**src/rtl/dmem_port_arbiter.sv**
```systemverilog
// dmem_port_arbiter: shares the single port of the character data memory
// between the CPU load/store path and the I/O character writer, and adds a
// clear engine that fills every location with CLEAR_CHAR.
//
// Handshake: a requester raises req with addr/data and holds them stable
// until it sees gnt. The grant is combinational in the request cycle, and
// the write commits on the next rising edge. At most one grant per cycle.
// Out-of-range accesses are still granted so they cannot deadlock. Their
// write is suppressed, and addr_err flags them.
module dmem_port_arbiter #(
  parameter int          DEPTH      = 640,
  parameter logic [7:0]  CLEAR_CHAR = 8'h20
) (
  input  logic        clk,
  input  logic        rst_n,
  input  logic        cpu_req,
  input  logic        cpu_we,
  input  logic [31:0] cpu_addr,
  input  logic [7:0]  cpu_wdata,
  output logic        cpu_gnt,
  output logic [7:0]  cpu_rdata,
  input  logic        io_req,
  input  logic [31:0] io_addr,
  input  logic [7:0]  io_wdata,
  output logic        io_gnt,
  input  logic        clr_start,
  output logic        clr_busy,
  output logic        clr_done,
  output logic        addr_err,
  output logic        mem_we,
  output logic [31:0] mem_a,
  output logic [7:0]  mem_wdata,
  input  logic [7:0]  mem_rd
);

  localparam int          CW    = $clog2(DEPTH);
  localparam logic [29:0] LIMIT = 30'(DEPTH);
  localparam logic [CW-1:0] LAST = CW'(DEPTH - 1);

  typedef enum logic { IDLE = 1'b0, CLEAR = 1'b1 } state_t;
  // Round-robin owner: who wins the next cycle in which both request.
  localparam logic RR_CPU = 1'b0;
  localparam logic RR_IO  = 1'b1;

  state_t        state_q, state_d;
  logic [CW-1:0] clr_cnt_q, clr_cnt_d;
  logic          rr_q, rr_d;
  logic          done_q, done_d;

  logic cpu_ok, io_ok;
  assign cpu_ok = (cpu_addr[31:2] < LIMIT);
  assign io_ok  = (io_addr[31:2]  < LIMIT);

  // Byte-lane bits are ignored; the memory is word-indexed.
  logic unused_addr_bits;
  assign unused_addr_bits = ^{cpu_addr[1:0], io_addr[1:0]};

  // State register, clear counter, round-robin pointer and done pulse.
  always_ff @(posedge clk or negedge rst_n) begin
    if (!rst_n) begin
      state_q   <= IDLE;
      clr_cnt_q <= '0;
      rr_q      <= RR_CPU;
      done_q    <= 1'b0;
    end else begin
      state_q   <= state_d;
      clr_cnt_q <= clr_cnt_d;
      rr_q      <= rr_d;
      done_q    <= done_d;
    end
  end

  // Next-state, arbitration and memory port muxing.
  always_comb begin
    state_d   = state_q;
    clr_cnt_d = clr_cnt_q;
    rr_d      = rr_q;
    done_d    = 1'b0;
    cpu_gnt   = 1'b0;
    io_gnt    = 1'b0;
    cpu_rdata = 8'h00;
    addr_err  = 1'b0;
    mem_we    = 1'b0;
    mem_a     = 32'h0;
    mem_wdata = 8'h00;
    case (state_q)
      IDLE: begin
        if (clr_start) begin
          // A clear request wins over any same-cycle access.
          state_d   = CLEAR;
          clr_cnt_d = '0;
        end else if (cpu_req && (!io_req || rr_q == RR_CPU)) begin
          cpu_gnt   = 1'b1;
          mem_a     = {cpu_addr[31:2], 2'b00};
          mem_wdata = cpu_wdata;
          if (cpu_ok) begin
            mem_we = cpu_we;
            if (!cpu_we) cpu_rdata = mem_rd;
          end else begin
            addr_err = 1'b1;
          end
          if (io_req) rr_d = RR_IO;
        end else if (io_req) begin
          io_gnt    = 1'b1;
          mem_a     = {io_addr[31:2], 2'b00};
          mem_wdata = io_wdata;
          if (io_ok) mem_we = 1'b1;
          else       addr_err = 1'b1;
          if (cpu_req) rr_d = RR_CPU;
        end
      end
      CLEAR: begin
        mem_we    = 1'b1;
        mem_a     = 32'({clr_cnt_q, 2'b00});
        mem_wdata = CLEAR_CHAR;
        if (clr_cnt_q == LAST) begin
          state_d   = IDLE;
          clr_cnt_d = '0;
          done_d    = 1'b1;
        end else begin
          clr_cnt_d = clr_cnt_q + CW'(1);
        end
      end
      default: state_d = IDLE;
    endcase
  end

  assign clr_busy = (state_q == CLEAR);
  assign clr_done = done_q;

endmodule

```
**config.mk**
```make
export PLATFORM = sky130hd
export DESIGN_NAME = dmem_port_arbiter
export DESIGN_NICKNAME = d
export VERILOG_FILES = /design/src/rtl/dmem_port_arbiter.sv
export SDC_FILE = /design/constraint.sdc
export NUM_CORES = 1
export LEC_CHECK = 0
export CAP_MARGIN = 25
export CORE_MARGIN = 4
export CORE_UTILIZATION = 28
export CTS_CLUSTER_DIAMETER = 40
export DETAILED_ROUTE_END_ITERATION = 8
export GPL_ROUTABILITY_DRIVEN = 0
export MAX_ROUTING_LAYER = met4
export PLACE_DENSITY = 0.93
export SLEW_MARGIN = 10
export SYNTH_ARGS = -nofsm -noshare
export SYNTH_HDL_FRONTEND = slang
export SYNTH_SLANG_ARGS = --single-unit
```
**constraint.sdc**
```tcl
create_clock -name clk -period 2.4 [get_ports clk]
set_input_delay 0.48 -clock clk [delete_from_list [all_inputs] [get_ports clk]]
set_output_delay 0.48 -clock clk [all_outputs]
set_load 0.05 [all_outputs]
```
# After elaboration in Yosys (flattened, before gate mapping)
# Index checks and enable logic that the tools add are counted.
# word_totals
out_inout_bits	54
latchBits	0
ff_bits	13
mem_count	0
rom_bits	0
ramBits	0
# classes
shifts	0
muxes	44
add_sub_neg	1
reduce_logical	5
bitwise	3
div_mod_pow	0
mul	0
order_cmp	2
eq_ne	2
# op_table
cell	n
two-way mux 32 bit	3
two-way mux 8 bit	8
case mux 32 bit (2 select lines)	1
less-than comparator 30 x 10 -> 1 bit (second input constant)	2
two-way mux 1 bit	26
two-way mux 10 bit	2
case mux 10 bit (2 select lines)	1
case mux 8 bit (2 select lines)	1
adder 10 x 1 -> 10 bit (second input constant)	1
== test 10 bit (second input constant)	1
case mux 1 bit (2 select lines)	2
AND reduction 4 bit	1
inverter 1 bit	3
!= test 2 bit (second input constant)	1
nonzero test 2 bit	1
logical AND 1 bit	1
zero test 1 bit	1
logical OR 1 bit	1

# Logic depth before layout (Yosys ltp)
# Gate-level depths: netlist of run 1.
# logic_depth
depth_word	6
ltp_mapped	7
mapped_depth_nobuf	5

# Least setup slack after synthesis of run 1
# Ideal clock, no wire load.
# synth_timing
kind	reg2out
from	register state_q (netlist: clr_busy)
to	output port mem_a[21]
required_time_ps	1920
slack_ps	-185
path_buffers	2
path_stages_with_launch	6
t_arrival_ps	2105
path_cell_list	dfrtp_1 -> buf_2 -> or2_1 -> nor2_4 -> buf_2 -> a22o_1
# synth_between
elab_chain_cells	2
# synth_rtl
element	line_no	text
from (decl)	45	state_t state_q, state_d;
from (signal assigned)	66	state_q <= state_d;
inverter 1 bit (no line)	n/a	
case mux 32 bit (2 select lines) *	86	case (state_q)
to (decl)	31	output logic [31:0] mem_a,
# Mark *: on every way between the ends. The rest lies on a longest branch, timed or not.

# Final worst setup path of run 1
# layout_timing
from	input port io_addr[23]
to	output port mem_we
# layout_between
elab_chain_cells	6
# layout_rtl
element	line_no	text
from (decl)	23	input logic [31:0] io_addr,
less-than comparator 30 x 10 -> 1 bit	52	assign io_ok = (io_addr[31:2] < LIMIT);
two-way mux 1 bit	107	if (io_ok) mem_we = 1'b1;
two-way mux 1 bit	103	end else if (io_req) begin
two-way mux 1 bit	92	end else if (cpu_req && (!io_req || rr_q == RR_CPU)) begin
two-way mux 1 bit	88	if (clr_start) begin
case mux 1 bit (2 select lines)	86	
to (decl)	30	output logic mem_we,
# Every way passes these cells.

==> impl_metrics.csv, run 1 <==
group,metric,value,unit
sta,post_route_worst_hold_slack,0.549,ns
synthesis,ys_top_cells_by_area,"sky130_fd_sc_hd__dfrtp_1 (24%), sky130_fd_sc_hd__a22o_1 (19%), sky130_fd_sc_hd__a222oi_1 (6.6%)",
cells_and_area,layout-area-overhead-vs-synth,170,%
place,dp_cells,388,
floorplanning,initial_core_util,28.8,%
floorplanning,die_area,6040,µm²
cells_and_area,mostFrequentLayoutCell,"sky130_fd_sc_hd__clkdlybuf4s50_1",
clock_tree,cts.clk_slew.worst_paths,0.06,ns
global_route,first_pass_grt_wire_length,12.6,mm
sta,rsz_0062_raised_after_global_routing,"yes",
clock_tree,hold_buffers,0,
cells_and_area,nFillCells,275,
sta,finalMaxSlewViolations,0,
sta,final_critical_path_setup_slack,-0.0700,ns
routing,vias,2210,
place,post_detail_place_hpwl,6.63,mm
place,placement.io_buffers,141,
routing,drt_first_pass_iters,6,
job,max_cap_viol_count,0,
power_and_ir_drop,powerDensity,523,nW/µm²
routing,count_of_routing_violations_after_the_opening_detailed_route_iteration,271,
routing,routedWlPerCell,22.9,µm
floorplanning,floorplan.die.width,77.7,µm
synthesis,postSynthAreaPerCell,8.20,µm²
cells_and_area,fin_area,3670,µm²
cells_and_area,multi_input_comb_area,1110,µm²
cells_and_area,post_route_cells_drive_above_1_share,41.1,%
cells_and_area,final_cell_count_no_fill,393,
sta,final.setup_skew,0.00208,ns
clock_tree,cts_tree,"yes",
clock_tree,cts_max_path_buffers,2,
synthesis,yosysSeqAreaShare,23.9,%
power_and_ir_drop,vdd_ir_drop_max,0.419,mV
clock_tree,clock_insertion_delay_worst_skew,0.25,ns
clock_tree,cts-root-buf,"sky130_fd_sc_hd__clkbuf_8",
synthesis,netlist_area,1360,µm²
power_and_ir_drop,total_leakage_power,1.59,nW
worst_setup_path,end_kind,"output port",
sta,fmaxAchievable,0.405,GHz
floorplanning,dieHeight,77.7,µm
synthesis,yosys_warnings,0,
global_route,grt_pass1_vias,2376,
worst_setup_path,worstPathRequired,1.92,ns
sta,post-route-period-util,103,%
hold_path,hold_class,"reg2reg",
sta,finalHoldViolCount,0,
clock_tree,cts_made_buffers,3,
cells_and_area,most-common-layout-cells,"sky130_fd_sc_hd__clkdlybuf4s50_1 (58), sky130_fd_sc_hd__buf_12 (50), sky130_fd_sc_hd__buf_4 (24)",
global_route,largest_net_degree_at_the_start_of_global_routing,20,
cells_and_area,regArea,327,µm²
routing,antenna_violating_nets_post_route,0,
synthesis,synth.top_cell.area_share,23.9,%
synthesis,synth_cells,166,
place,post_dp_cell_area,3500,µm²
floorplanning,floorplan.rows,25,
worst_setup_path,arrival,1.99,ns
synthesis,synthDominantAreaCellType,"sky130_fd_sc_hd__dfrtp_1",
sta,setup_viol_count_final,10,
global_route,globalRoute.totalOverflow,0,
synthesis,yosys_register_bits,13,
routing,wirelength,9.01,mm
synthesis,ys_types,38,
clock_tree,cts.sinks,13,
outcome,failed_checks,"negative setup slack",
worst_setup_path,critical_path.max_fanout,2,
global_route,groute.usage.overall,28.0,%
global_route,grt_antenna_before_repair,0,
floorplanning,placeableCoreArea,4720,µm²
clock_tree,htree_levels,1,
worst_setup_path,kind_of_critical_path,"in2out",
sta,max_slew_margin,61.4,%
cells_and_area,layout.nets,422,
cells_and_area,antennaDiodeCount,0,
worst_setup_path,critical_path.startpoint_type,"input port",
sta,max_slew.worst_pin.slew,0.577,ns
routing,remaining_drc_errors,0,
routing,route.detailed.vias_per_inst,5.62,
sta,period_needed,2.47,ns
floorplanning,floorplan.io_pins,148,
outcome,status,"finished, violations left",
## report_power, final
group | internal [mW] | switching, mW
Combinational | 0.630 | 0.631
Sequential | 0.307 | 0.151
Clock | 0.118 | 0.0836
Total | 1.05 | 0.866
## cell families (layout without fill, tap and decap cells)
logic type | Yosys count | after routing | share of synthesized area [%]
compound gates | 62 | 62 | 36.4
xor+xnor | 5 | 5 | 3.22
fa+ha+maj | 1 | 1 | 0.919
buf+inv | 25 | 184 | 9.10
flops | 13 | 13 | 23.9
other cells | 1 | 2 | 0.275
simple gates | 59 | 59 | 26.2
## sequential cells by signal (all words and copies together) (netlist names)
| register | count |
|---|---|
| clr_cnt_q | 10 |
| clr_done | 1 |
| rr_q | 1 |
| clr_busy | 1 |
## layout make-up
cell class / instances / share of cell area, %
inverters: 13 / 1.33
well taps: 67 / 2.28
clock buffers: 4 / 1.23
multi-input cells: 129 / 30.2
flip-flops and latches: 13 / 8.89
repair buffers: 167 / 56.1
## final timing paths
path                           endpoint          from  slack [ns]  depth (start not counted)
max                              mem_we   io_addr[23]       -0.07                          6
min                        clr_cnt_q[0]  clr_cnt_q[0]        0.55                          1
max reg2reg                clr_cnt_q[3]  clr_cnt_q[0]        0.58                          5
min reg2reg                clr_cnt_q[0]  clr_cnt_q[0]        0.55                          1
max in group asynchronous          rr_q         rst_n        1.39                          1
min in group asynchronous      clr_busy         rst_n        0.60                          1
## routing by layer
| metal | vias up | part of all wire (%) | track usage (%) |
|---|---|---|---|
| li1 | 977 | - | - |
| met1 | 1053 | 33 | 28.1 |
| met2 | 137 | 56 | 53.7 |
| met3 | 43 | 6.0 | 4.18 |
| met4 | 0 | 5.7 | 10.5 |
| met5 | - | 0 | - |
## cells in the mapped netlist
cell type	n
sky130_fd_sc_hd__a21bo_4	1
sky130_fd_sc_hd__a21boi_1	1
sky130_fd_sc_hd__a21oi_1	4
sky130_fd_sc_hd__a222oi_1	9
sky130_fd_sc_hd__a22o_1	29
sky130_fd_sc_hd__a31o_1	1
sky130_fd_sc_hd__and2_1	8
sky130_fd_sc_hd__and3_1	5
sky130_fd_sc_hd__and4_1	2
sky130_fd_sc_hd__buf_2	6
sky130_fd_sc_hd__buf_4	2
sky130_fd_sc_hd__buf_6	2
sky130_fd_sc_hd__clkbuf_1	2
sky130_fd_sc_hd__conb_1	1
sky130_fd_sc_hd__dfrtp_1	13
sky130_fd_sc_hd__ha_1	1
sky130_fd_sc_hd__inv_1	13
sky130_fd_sc_hd__nand2_1	12
sky130_fd_sc_hd__nand2b_1	1
sky130_fd_sc_hd__nand3_1	4
sky130_fd_sc_hd__nand3b_1	1
sky130_fd_sc_hd__nand4_1	5
sky130_fd_sc_hd__nand4bb_1	1
sky130_fd_sc_hd__nor2_1	3
sky130_fd_sc_hd__nor2_4	1
sky130_fd_sc_hd__nor3_1	1
sky130_fd_sc_hd__nor4_1	12
sky130_fd_sc_hd__nor4_4	1
sky130_fd_sc_hd__o21ai_0	3
sky130_fd_sc_hd__o21ai_1	9
sky130_fd_sc_hd__o22ai_1	1
sky130_fd_sc_hd__o311ai_1	1
sky130_fd_sc_hd__o31a_1	1
sky130_fd_sc_hd__o31ai_1	2
sky130_fd_sc_hd__or2_1	1
sky130_fd_sc_hd__or3_1	1
sky130_fd_sc_hd__xnor2_1	1
sky130_fd_sc_hd__xor2_1	4
## through the flow
| stage | TNS (ns) | worst slack, ns | utilization (%) | power (mW) |
|---|---|---|---|---|
| CTS | -0.00112 | -0.00112 | 76.8 | 1.90 |
| global placement | -10.90 | -0.320 | 74.1 | 1.64 |
| floorplan | -0.189 | -0.0210 | - | 1.02 |
| finish | -0.231 | -0.0700 | 77.7 | 1.92 |
| global route | -1.02 | -0.121 | 77.7 | 2.00 |
| detailed placement | -13.29 | -0.414 | 74.1 | 1.69 |
## repair_timing
item / in CTS / in global routing
gates resized for setup: 52 / 56
pin swaps: 16 / 18
endpoints found under the setup margin: 50 / 32
buffers inserted: 1 / 1
## critical path, cell delays in order
cell and delay, ns:
sky130_fd_sc_hd__clkdlybuf4s50_1 0.43, sky130_fd_sc_hd__nor4_1 0.41, sky130_fd_sc_hd__nand2_1 0.19, sky130_fd_sc_hd__nor3_2 0.19, sky130_fd_sc_hd__or3_4 0.16, sky130_fd_sc_hd__buf_12 0.13
No activity file was read; power rests on OpenSTA's default activity.
==> run 2: changes to the inputs <==
CORE_ASPECT_RATIO = 1.75   (was default)
CORE_UTILIZATION = 26   (was 28)
PLACE_DENSITY = 0.8   (was 0.93)
clock period = 2.15 ns   (was 2.4 ns; I/O delays follow)
==> impl_metrics.csv, run 2 (synthesis gave the netlist of run 1 again) <==
group,metric,value,unit
sta,max_slew_margin,58.5,%
worst_setup_path,end_kind,"output port",
routing,remaining_drc_errors,0,
floorplanning,placeableCoreArea,5020,µm²
clock_tree,cts_made_buffers,3,
worst_setup_path,critical-path-max-stage-delay,0.28,ns
cells_and_area,finish.utilization,84.0,%
worst_setup_path,worst-r2r-cell-count,5,
cells_and_area,fin_area,4220,µm²
hold_path,hold_class,"in2async",
routing,route.detailed.vias_per_inst,6.00,
place,post_detail_place_hpwl,5.89,mm
sta,finalMaxSlewViolations,0,
power_and_ir_drop,vdd_ir_drop_max,0.568,mV
worst_setup_path,worstPathRequired,1.72,ns
worst_setup_path,kind_of_critical_path,"in2out",
job,max_cap_viol_count,0,
cells_and_area,nFillCells,225,
sta,finalHoldViolCount,0,
place,post_dp_cell_area,3620,µm²
clock_tree,htree_levels,1,
worst_setup_path,crit_path_end,"cpu_rdata[7]",
routing,wirelength,10.4,mm
routing,antenna_violating_nets_post_route,0,
power_and_ir_drop,total_leakage_power,1.93,nW
cells_and_area,antennaDiodeCount,0,
clock_tree,cts.sinks,13,
clock_tree,cts_tree,"yes",
routing,routedWlPerCell,25.7,µm
global_route,first_pass_grt_wire_length,12.1,mm
floorplanning,floorplan.die.width,62.7,µm
outcome,status,"finished, violations left",
power_and_ir_drop,fin_total_pwr,2.22,mW
clock_tree,cts_max_path_buffers,2,
clock_tree,clock_insertion_delay_worst_skew,0.26,ns
floorplanning,floorplan.rows,34,
cells_and_area,registers.top_by_ff_count,"clr_cnt_q",
worst_setup_path,critical_path.startpoint_type,"input port",
floorplanning,die_area,6500,µm²
cells_and_area,largest_register_ff_count,10,
cells_and_area,post_route_cells_drive_above_1_share,54.0,%
floorplanning,floorplan.io_pins,148,
clock_tree,cts-root-buf,"sky130_fd_sc_hd__clkbuf_8",
worst_setup_path,crit_start,"cpu_addr[25]",
cells_and_area,layout-area-overhead-vs-synth,210,%
worst_setup_path,crit_slowest_cell,"sky130_fd_sc_hd__nor4_4",
place,placement.io_buffers,141,
sta,post-route-period-util,109,%
sta,rsz_0062_raised_after_global_routing,"yes",
sta,fmaxAchievable,0.426,GHz
global_route,globalRoute.totalOverflow,0,
floorplanning,dieHeight,104,µm
floorplanning,initial_core_util,27.1,%
cells_and_area,most-common-layout-cells,"sky130_fd_sc_hd__buf_12 (54), sky130_fd_sc_hd__clkdlybuf4s50_1 (45), sky130_fd_sc_hd__buf_4 (37)",
routing,vias,2425,
cells_and_area,mostFrequentLayoutCell,"sky130_fd_sc_hd__buf_12",
worst_setup_path,worstPathCellList,"buf_8 -> nor4_4 -> nand4_1 -> buf_4 -> nor4_4 -> buf_6 -> and2_4 -> buf_12",
cells_and_area,layout.nets,446,
global_route,grt_antenna_before_repair,0,
sta,final_critical_path_setup_slack,-0.198,ns
global_route,largest_net_degree_at_the_start_of_global_routing,23,
worst_setup_path,path_common_cell,"sky130_fd_sc_hd__nor4_4",
worst_setup_path,critical_path.max_fanout,8,
clock_tree,cts.clk_slew.worst_paths,0.06,ns
global_route,groute.usage.overall,23.8,%
sta,max_slew.worst_pin.slew,0.620,ns
sta,setup_viol_count_final,40,
worst_setup_path,crit-reg2reg-capture,"clr_cnt_q[3]",
worst_setup_path,reg2reg_setup_slack,0.34,ns
routing,count_of_routing_violations_after_the_opening_detailed_route_iteration,251,
sta,final.setup_skew,0.00310,ns
power_and_ir_drop,powerDensity,527,nW/µm²
clock_tree,hold_buffers,0,
worst_setup_path,arrival,1.92,ns
outcome,failed_checks,"negative setup slack",
global_route,grt_pass1_vias,2317,
routing,drt_first_pass_iters,7,
sta,period_needed,2.35,ns
worst_setup_path,crit-reg2reg-launch,"clr_cnt_q[0]",
[run 2: cell types whose count changed in the layout (fill, tap and decap cells not counted), sizes merged]
cell           previous run  this run
buf                      78       111
clkbuf                   17        12
clkdlybuf4s15             6         7
clkdlybuf4s50            58        45
clkinv                    0         1
dlygate4sd2               4        11
[run 2: report_power, final]
group / internal [mW] / switching [mW]
combinational: 0.728 / 0.753
clock: 0.129 / 0.106
sequential: 0.342 / 0.163
[run 2: area by class of cell]
type / count / area (µm²) / share of cell area, %
timing repair buffer: 191 / 2390 / 56.7
inverter: 13 / 48.8 / 1.16
clock inverter: 1 / 5.00 / 0.119
tap: 54 / 67.6 / 1.60
sequential: 13 / 327 / 7.74
clock buffer: 3 / 41.3 / 0.979
multi-input combinational: 129 / 1340 / 31.7
[run 2: through the flow]
step           instances  worst slack, ns  hold WS [ns]  setup TNS [ns]
2_1_floorplan        167          -0.0552         0.134          -0.403
3_3_place_gp         388           -0.593         0.524          -17.76
3_5_place_dp         388           -0.653         0.523          -18.62
4_1_cts              396          -0.0914         0.557          -0.853
5_1_grt              404           -0.249         0.587           -4.45
6_report             404           -0.198         0.557           -2.80
[run 2: how the worst min path moves through the flow]
stage,startpoint,to,slack (ns),depth (start not counted)
after global routing,clr_cnt_q[0],clr_cnt_q[0],0.59,1
after detailed placement,rr_q,rr_q,0.52,1
final,rst_n,clr_cnt_q[5],0.56,1
after floorplan,rst_n,clr_busy,0.13,0
after CTS,clr_cnt_q[0],clr_cnt_q[0],0.56,1
after global placement,rr_q,rr_q,0.52,1
[run 2: critical path, delay by kind of cell]
| family | cells | cell delay (ns) |
|---|---|---|
| buffers and inverters | 4 | 0.60 |
| AND/OR/NAND/NOR | 4 | 0.88 |
[run 2: metal layers]
layer | global-route usage [%] | wire length [µm] | up-vias
li1 | - | - | 1028
met1 | 22.8 | 3470 | 1142
met2 | 45.9 | 5400 | 200
met3 | 3.90 | 917 | 55
met4 | 9.64 | 586 | 0
met5 | - | 0 | -
[run 2: timing repair]
action,CTS,global route
setup endpoints to repair,50,47
hold endpoints to repair,0,0
cloned,0,4
gates resized for setup,123,78
pin swaps,30,41
setup buffers,5,6
